==> src/rtl/sim_ctrl_pkg.sv <==
// ---------------------------------------------------------------------------
// sim_ctrl_pkg
// Shared constants for the simulation / bring-up run controller.
//   - FSM state encoding: ST_HOLD, ST_RUN, ST_DONE
//   - Exit-cause codes reported on sim_run_ctrl.exit_code
// No ports (package).
// ---------------------------------------------------------------------------
package sim_ctrl_pkg;

    typedef logic [1:0] state_t;
    typedef logic [1:0] exit_code_t;

    localparam logic [1:0] ST_HOLD = 2'd0;
    localparam logic [1:0] ST_RUN  = 2'd1;
    localparam logic [1:0] ST_DONE = 2'd2;

    localparam logic [1:0] EXIT_NONE    = 2'd0;
    localparam logic [1:0] EXIT_HALT    = 2'd1;
    localparam logic [1:0] EXIT_TIMEOUT = 2'd2;
    localparam logic [1:0] EXIT_STALL   = 2'd3;

endpackage

==> src/rtl/sat_counter.sv <==
// ---------------------------------------------------------------------------
// sat_counter
// Saturating up-counter: counts up by one while en is high and sticks at
// all-ones instead of wrapping.
// Parameters:
//   WIDTH  counter width
// Ports:
//   clk  in   1      clock
//   rst  in   1      synchronous active-high reset (clears to 0)
//   clr  in   1      synchronous clear, takes priority over en
//   en   in   1      count enable
//   q    out  WIDTH  current count
// ---------------------------------------------------------------------------
module sat_counter #(
    parameter int WIDTH = 8
) (
    input  logic             clk,
    input  logic             rst,
    input  logic             clr,
    input  logic             en,
    output logic [WIDTH-1:0] q
);

    logic [WIDTH-1:0] cnt_q;
    logic [WIDTH-1:0] cnt_d;

    always_comb begin
        cnt_d = cnt_q;
        if (clr) begin
            cnt_d = '0;
        end else if (en && (cnt_q != '1)) begin
            cnt_d = cnt_q + WIDTH'(1);
        end
    end

    always_ff @(posedge clk) begin
        if (rst) begin
            cnt_q <= '0;
        end else begin
            cnt_q <= cnt_d;
        end
    end

    assign q = cnt_q;

endmodule

==> src/rtl/sim_run_ctrl.sv <==
// ---------------------------------------------------------------------------
// sim_run_ctrl
// Cycle-accurate run controller for MIPS32 core simulation / FPGA bring-up.
// Holds the core in reset for RST_CYCLES after rst, then runs it until a
// software halt, a cycle timeout or a PC stall (dead loop) ends the run, and
// reports which of those happened.
//
// Optional feature macro: SIM_RUN_CTRL_RETIRE_CNT_EN
//   defined   -> retire_cnt counts RUN cycles with pc_valid (saturating)
//   undefined -> retire_cnt is tied to 0, no counter flops
//
// Ports:
//   clk         in   1      system clock
//   rst         in   1      synchronous active-high reset
//   pc          in   PC_W   core fetch PC
//   pc_valid    in   1      pc qualifies a retired instruction this cycle
//   halt_req    in   1      software halt request (level)
//   core_rst    out  1      synchronous reset to the core (high in HOLD)
//   running     out  1      high in RUN
//   done        out  1      high once the run has ended (sticky until rst)
//   exit_code   out  2      0=none 1=halt 2=timeout 3=stall
//   cycle_cnt   out  CNT_W  cycles spent in RUN, including the exit cycle
//   retire_cnt  out  CNT_W  retired-instruction count (see macro above)
// All outputs come straight from flops or decode of the state register.
// ---------------------------------------------------------------------------
module sim_run_ctrl
    import sim_ctrl_pkg::*;
#(
    parameter int PC_W         = 32,
    parameter int CNT_W        = 32,
    parameter int RST_CYCLES   = 4,
    parameter int MAX_CYCLES   = 100,
    parameter int STALL_CYCLES = 16
) (
    input  logic             clk,
    input  logic             rst,
    input  logic [PC_W-1:0]  pc,
    input  logic             pc_valid,
    input  logic             halt_req,
    output logic             core_rst,
    output logic             running,
    output logic             done,
    output logic [1:0]       exit_code,
    output logic [CNT_W-1:0] cycle_cnt,
    output logic [CNT_W-1:0] retire_cnt
);

    localparam int HOLD_W  = $clog2(RST_CYCLES + 1);
    localparam int STALL_W = $clog2(STALL_CYCLES + 1);

    state_t            state_q, state_d;
    exit_code_t        exit_code_q, exit_code_d;
    logic [PC_W-1:0]   last_pc_q, last_pc_d;
    // Marks that last_pc holds a real PC, so the first valid PC of a run can
    // never match the reset value of last_pc and be mistaken for a stall.
    logic              pc_seen_q, pc_seen_d;

    logic [HOLD_W-1:0]  hold_cnt;
    logic [STALL_W-1:0] stall_cnt;

    logic in_hold;
    logic in_run;
    logic hold_last;
    logic pc_same;
    logic stall_cyc;
    logic pc_load;
    logic timeout_hit;
    logic stall_hit;

    assign in_hold   = (state_q == ST_HOLD);
    assign in_run    = (state_q == ST_RUN);
    assign hold_last = (hold_cnt == HOLD_W'(RST_CYCLES - 1));

    assign pc_same   = pc_seen_q && (pc == last_pc_q);
    assign stall_cyc = in_run && pc_valid && pc_same;
    assign pc_load   = in_run && pc_valid && !pc_same;

    assign timeout_hit = (cycle_cnt == CNT_W'(MAX_CYCLES - 1));
    // stall_cnt counts earlier stall cycles of the current PC; this stall
    // cycle brings it to STALL_CYCLES-1, i.e. STALL_CYCLES valid cycles at
    // one PC including the cycle that first loaded it.
    assign stall_hit   = stall_cyc && (stall_cnt == STALL_W'(STALL_CYCLES - 2));

    sat_counter #(.WIDTH(HOLD_W)) u_hold_cnt (
        .clk (clk),
        .rst (rst),
        .clr (1'b0),
        .en  (in_hold),
        .q   (hold_cnt)
    );

    sat_counter #(.WIDTH(CNT_W)) u_cycle_cnt (
        .clk (clk),
        .rst (rst),
        .clr (1'b0),
        .en  (in_run),
        .q   (cycle_cnt)
    );

    sat_counter #(.WIDTH(STALL_W)) u_stall_cnt (
        .clk (clk),
        .rst (rst),
        .clr (pc_load),
        .en  (stall_cyc),
        .q   (stall_cnt)
    );

`ifdef SIM_RUN_CTRL_RETIRE_CNT_EN
    sat_counter #(.WIDTH(CNT_W)) u_retire_cnt (
        .clk (clk),
        .rst (rst),
        .clr (1'b0),
        .en  (in_run && pc_valid),
        .q   (retire_cnt)
    );
`else
    assign retire_cnt = '0;
`endif

    always_comb begin
        state_d     = state_q;
        exit_code_d = exit_code_q;
        case (state_q)
            ST_HOLD: begin
                if (hold_last) begin
                    state_d = ST_RUN;
                end
            end
            ST_RUN: begin
                // First match wins: halt, then timeout, then stall.
                if (halt_req) begin
                    state_d     = ST_DONE;
                    exit_code_d = EXIT_HALT;
                end else if (timeout_hit) begin
                    state_d     = ST_DONE;
                    exit_code_d = EXIT_TIMEOUT;
                end else if (stall_hit) begin
                    state_d     = ST_DONE;
                    exit_code_d = EXIT_STALL;
                end
            end
            ST_DONE: begin
                state_d = ST_DONE;
            end
            default: begin
                state_d = ST_HOLD;
            end
        endcase
    end

    assign last_pc_d = pc_load ? pc : last_pc_q;
    assign pc_seen_d = pc_seen_q | pc_load;

    always_ff @(posedge clk) begin
        if (rst) begin
            state_q     <= ST_HOLD;
            exit_code_q <= EXIT_NONE;
            last_pc_q   <= '0;
            pc_seen_q   <= 1'b0;
        end else begin
            state_q     <= state_d;
            exit_code_q <= exit_code_d;
            last_pc_q   <= last_pc_d;
            pc_seen_q   <= pc_seen_d;
        end
    end

    assign core_rst  = in_hold;
    assign running   = in_run;
    assign done      = (state_q == ST_DONE);
    assign exit_code = exit_code_q;

endmodule

==> config.mk <==
export PLATFORM = sky130hd
export DESIGN_NAME = sim_run_ctrl
export DESIGN_NICKNAME = d
export VERILOG_FILES = /design/src/rtl/sim_ctrl_pkg.sv /design/src/rtl/sat_counter.sv /design/src/rtl/sim_run_ctrl.sv
export SDC_FILE = /design/constraint.sdc
export NUM_CORES = 1
export LEC_CHECK = 0
export ABC_AREA = 1
export CAP_MARGIN = 30
export CORE_UTILIZATION = 56
export CTS_CLUSTER_DIAMETER = 100
export DETAILED_ROUTE_END_ITERATION = 8
export GPL_ROUTABILITY_DRIVEN = 0
export PLACE_DENSITY = 0.92
export SLEW_MARGIN = 20
export SYNTH_ARGS = -nofsm -noshare
export SYNTH_HDL_FRONTEND = slang
export SYNTH_SLANG_ARGS = --single-unit
==> constraint.sdc <==
create_clock -name clk -period 5 [get_ports clk]
set_input_delay 0.5 -clock clk [delete_from_list [all_inputs] [get_ports clk]]
set_output_delay 0.5 -clock clk [all_outputs]
set_load 0.005 [all_outputs]
Word-level counts from Yosys, hierarchy flattened. Index checks and enable logic that the tools add are counted.

Equality and inequality tests: 11. Mux-type cells: 8. Add/sub/neg operators: 3. Bitwise operators: 1. Reduce and logical (&&, ||, !) cells: 14.

Operators by type and width (count): 32-bit by 1-bit adder with 32-bit output, second input constant (1); 32-bit equality test (1); 32-bit by 7-bit equality test with 1-bit output, second input constant (1); 32-bit inequality test, second input constant (1); 2-bit two-way mux (7); 1-bit logical AND (8); 2-bit case mux with 3 select lines (1); 5-bit by 1-bit adder with 5-bit output, second input constant (1); 5-bit by 4-bit equality test with 1-bit output, second input constant (1); 5-bit inequality test, second input constant (1); 4-bit by 2-bit inequality test with 1-bit output, second input constant (1); 2-bit AND reduction (2); 3-bit by 1-bit adder with 3-bit output, second input constant (1); 3-bit by 2-bit equality test with 1-bit output, second input constant (1); 3-bit inequality test, second input constant (1); 3-bit nonzero test (1); 2-bit by 1-bit equality test with 1-bit output, second input constant (1); 2-bit equality test, second input constant (1); 2-bit zero test (1); 2-bit inequality test, second input constant (1); 2-bit OR reduction (1); 1-bit zero test (1); 1-bit bitwise OR (1).

Input bits: 36. Logic and storage cells: 44. Bits in registers: 77.

Longest topological paths before layout.
Word-level depth: 8. Gate-level depth with buffers: 15. Mapped depth without buffers: 14.

Cells and area by module. From an unflattened synthesis, not the netlist that was laid out.

Cells, all modules: 755. Area, all modules: 4865.9 µm².

Modules (own cells, without submodules): sim_run_ctrl (times used 1, cells each 373, area each 2354.8 µm²); sat_counter at u_cycle_cnt (times used 1, cells each 325, area each 2095.8 µm²); sat_counter at u_stall_cnt (times used 1, cells each 34, area each 256.5 µm²); sat_counter at u_hold_cnt (times used 1, cells each 23, area each 158.9 µm²).

Worst setup path after synthesis. No wires, ideal clock.

Path type: register -> register. Start point: register u_cycle_cnt.cnt_q[1] (netlist: u_cycle_cnt.q[1]). End point: register u_cycle_cnt.cnt_q[20] (netlist: u_cycle_cnt.q[20]). Arrival time: 1.685 ns. Path buffers: 1. Required time: 4.887 ns. Slack: 3.202 ns. Setup time: 0.113 ns. Cell stages (with the launch flop): 16. Path through: dfxtp_1 ha_1 nand3_2 nor2_2 inv_2 nor2_2 inv_2 nor2_2 nand2_1 nand2_2 inv_2 buf_6 nand3_2 nand2_1 nand2_1 nor2_1.

Word-level cells in the longest chain between the ends: 2. Elaborated cells on any way between the ends: 3. Those cells by class: add/sub: 1; eq/ne: 1; reduce/logical: 1.

Ends and longest elaborated chain: start, declared (line sat_counter.sv:24) `logic [WIDTH-1:0] cnt_q;`; start signal, assigned (line sat_counter.sv:40) `cnt_q <= cnt_d;`; parallel branches: the longest is 2 deep, another holds 32-bit by 1-bit adder with 32-bit output.

Parallel ways; which one is timed is not known. A chain may end at the register's enable or synchronous reset.

Final worst setup path.
Start point: input pc[2]. End point: register last_pc_q[15].

Word-level cells in the longest chain between the ends: 4.

Ends and longest elaborated chain: start, declared (line sim_run_ctrl.sv:37) `input logic [PC_W-1:0] pc,`; 32-bit equality test (line sim_run_ctrl.sv:74) `assign pc_same = pc_seen_q && (pc == last_pc_q);`; 1-bit logical AND (line sim_run_ctrl.sv:74); 1-bit zero test (line sim_run_ctrl.sv:76) `assign pc_load = in_run && pc_valid && !pc_same;`; 1-bit logical AND (line sim_run_ctrl.sv:76); end signal, assigned (line sim_run_ctrl.sv:163) `last_pc_q <= last_pc_d;`; end, declared (line sim_run_ctrl.sv:53) `logic [PC_W-1:0] last_pc_q, last_pc_d;`.

No other way between the ends.

==> impl_metrics.toml <==
[sta]
timing.final.max_slew_violations = 0
achievable-frequency_mhz = 361.8
slew-limit-headroom_pct = 48.83
final.min_clock_period_ns = 2.764
post-route-period-util_pct = 55.29
rsz0062_at_grt = "no"
setup_tns_ns = 0
final.setup_skew_ns = 0.01425
tightest_slew_ns = 0.7657
report.final.setup_viol = 0
finalHoldViolations = 0

[critical_path]
endpoint_kind = "flip-flop"
setup.worst_path.start_class = "primary input"
crit_fanout = 30
timing_worst_setup_path_type = "primary input to flip-flop"
data_required_critical_path_ns = 5.29
worst_r2r_path_depth = 14
cp_data_arrival_time_ns = 3.06

[global_route]
grt_usage_pct = 26.59
grt_overflow_total = 0
antenna_found_initial = 0
grt_start_max_net_pins = 34
grt_first_pass_wirelength_um = 19140
grt_pass1_vias = 4442

[hold_path]
hp-class = "flip-flop to flip-flop"
hold-path-cell-count = 2

[logic_synthesis]
synth.avg_cell_area_um2 = 6.363
syn_inst = 769
synthTopCellsByArea = "dfxtp_1, nand2_1, inv_1"
top_area_cell_type_share_of_the_netlist_area_pct = 31.50
ys_seq_elements = 77
share_of_synthesized_area_occupied_by_flip_flops_and_latches_pct = 31.50
synthesis.yosys.warnings = 0
synth_area_leader_cell = "dfxtp_1"
summed_instance_area_of_the_synthesized_netlist_mm2 = 0.004893
synthDistinctLibCells = 34

[clocking]
cts_inserted_buffers = 9
clkSlewWorstSetupHoldPaths_ns = 0.08
post_cts_hold_buffer_count = 0
post_cts_resize_count = 0
postCtsSetupBuffers = 0
htreeDepth = 3
clock_sinks = 77
cts.root.buffer_cell = "clkbuf_8"
cts-root-to-sink-buffers = 2
clock_insertion_delay_worst_skew_ns = 0.36
tritoncts = "built"

[cells_and_area]
area_growth_syn_to_fin_pct = 16.85
nets = 878
final_cells = 942
layout_commonest_cell = "nand2_1"
final_layout_size_suffix_gt1_share_pct = 4.540
layout.cells.most_common_list = "nand2_1, inv_1, nor2_1"
antenna-diode-count = 0

[detailed_routing]
finalWirelength_um = 11330
drt-vias-per-instance = 5.217
drt_drc_violations_left = 0
ant_nets = 0
num_vias = 4914
detail_route.wl_per_cell_um = 12.03
drt-pass1-iter-count = 7
drt_first_iter_violations = 342

[placement]
post-dp-hpwl_um = 8471
numPortBuffers = 72
numPlacedInstances = 926

[floorplanning]
starting_utilization_of_the_core_area_pct = 58.67
die-height_um = 95.48
floorplan.rows = 33
core_area_mm2 = 0.008341
die-width_um = 95.48
die_area_mm2 = 0.009116
pin_count = 105

[power_and_ir_drop]
peakVddDrop_uv = 229.1
power_per_cell_area_mw_per_mm2 = 300.8
leakagePower_nw = 2.459

[outcome]
run_status = "finished, final reports clean"

[flow_run]
maxCapViolCount = 0
## path summary, 6_finish.rpt
kind                                           to        startpoint  slack [ns]
worst min-delay path                 last_pc_q[1]      last_pc_q[1]        0.47
worst max register to register  u_cycle_cnt.q[20]  u_cycle_cnt.q[0]        2.25
worst max-delay path                last_pc_q[15]             pc[2]        2.24
worst min register to register       last_pc_q[1]      last_pc_q[1]        0.47
## final cells by class
type	instances	area, um2
inverter	104	390.4
timing repair buffer	75	743.2
clock buffer	12	145.1
fill	678	2623
multi-input combinational	565	2719
clock inverter	4	47.55
tap	105	131.4
sequential	77	1541
## power breakdown
group | internal, W | switching (W)
Combinational | 0.000189 | 0.000324
Sequential | 0.000686 | 0.0000443
Clock | 0.000243 | 0.000233
Total | 0.00112 | 0.000602
## flip-flops by register name, summed over array words and instances (netlist names)
name / cells
last_pc_q: 32
exit_code: 2
state_q: 2
u_stall_cnt.q: 5
u_hold_cnt.q: 3
u_cycle_cnt.q: 32
pc_seen_q: 1
## synth_stat cells, drive strengths merged
cell    instances
a21oi          63
and2            5
and3            1
buf            45
clkbuf          9
conb            1
dfxtp          77
ha             10
inv           104
nand2         199
nand3          29
nand3b          1
nand4          18
nor2           96
nor2b           1
nor3           26
nor3b           2
nor4            7
o21ai          41
or2             1
xnor2           5
xor2           28
## worst max-delay path: stages
cell and delay, ns:
clkdlybuf4s50_1 0.47, xnor2_1 0.28, nand2_1 0.11, nor2_1 0.14
nand2_1 0.06, nor2_1 0.13, nand2_1 0.10, nand2_1 0.58
buf_4 0.39, o21ai_0 0.12, a21oi_1 0.16
## per-layer routing
metal  up-vias  GRT usage (%)  share of wire (%)
li1       2499              -                  -
met1      2148          32.01                 42
met2       233          43.99                 48
met3        34          7.177                7.2
met4         0          12.31                2.8
met5         -              0                  0
## cells by family after synthesis
logic type                 synth area share (%)
and+or+nand+nor                           33.93
AOI/OAI and AO/OA                         10.71
adders and majority gates                 2.557
xor gates and xnor gates                  5.906
buffers and inverters                     15.32
other                                   0.07663
DFF                                       31.50
## stage by stage
stage | total power (W) | hold WS (ns) | setup slack (ns) | util (%) | cell area [um2]
after floorplan | 0.001141 | 0.4418 | 3.202 | - | 5010
after global placement | 0.001231 | 0.4368 | 2.046 | 66.25 | 5525
after detailed placement | 0.001253 | 0.4588 | 1.978 | 66.25 | 5525
after CTS | 0.001723 | 0.4692 | 2.244 | 68.56 | 5718
after global routing | 0.001836 | 0.4904 | 1.849 | 68.56 | 5718
final | 0.001720 | 0.4686 | 2.236 | 68.56 | 5718
No activity file was read; power rests on OpenSTA's default activity.
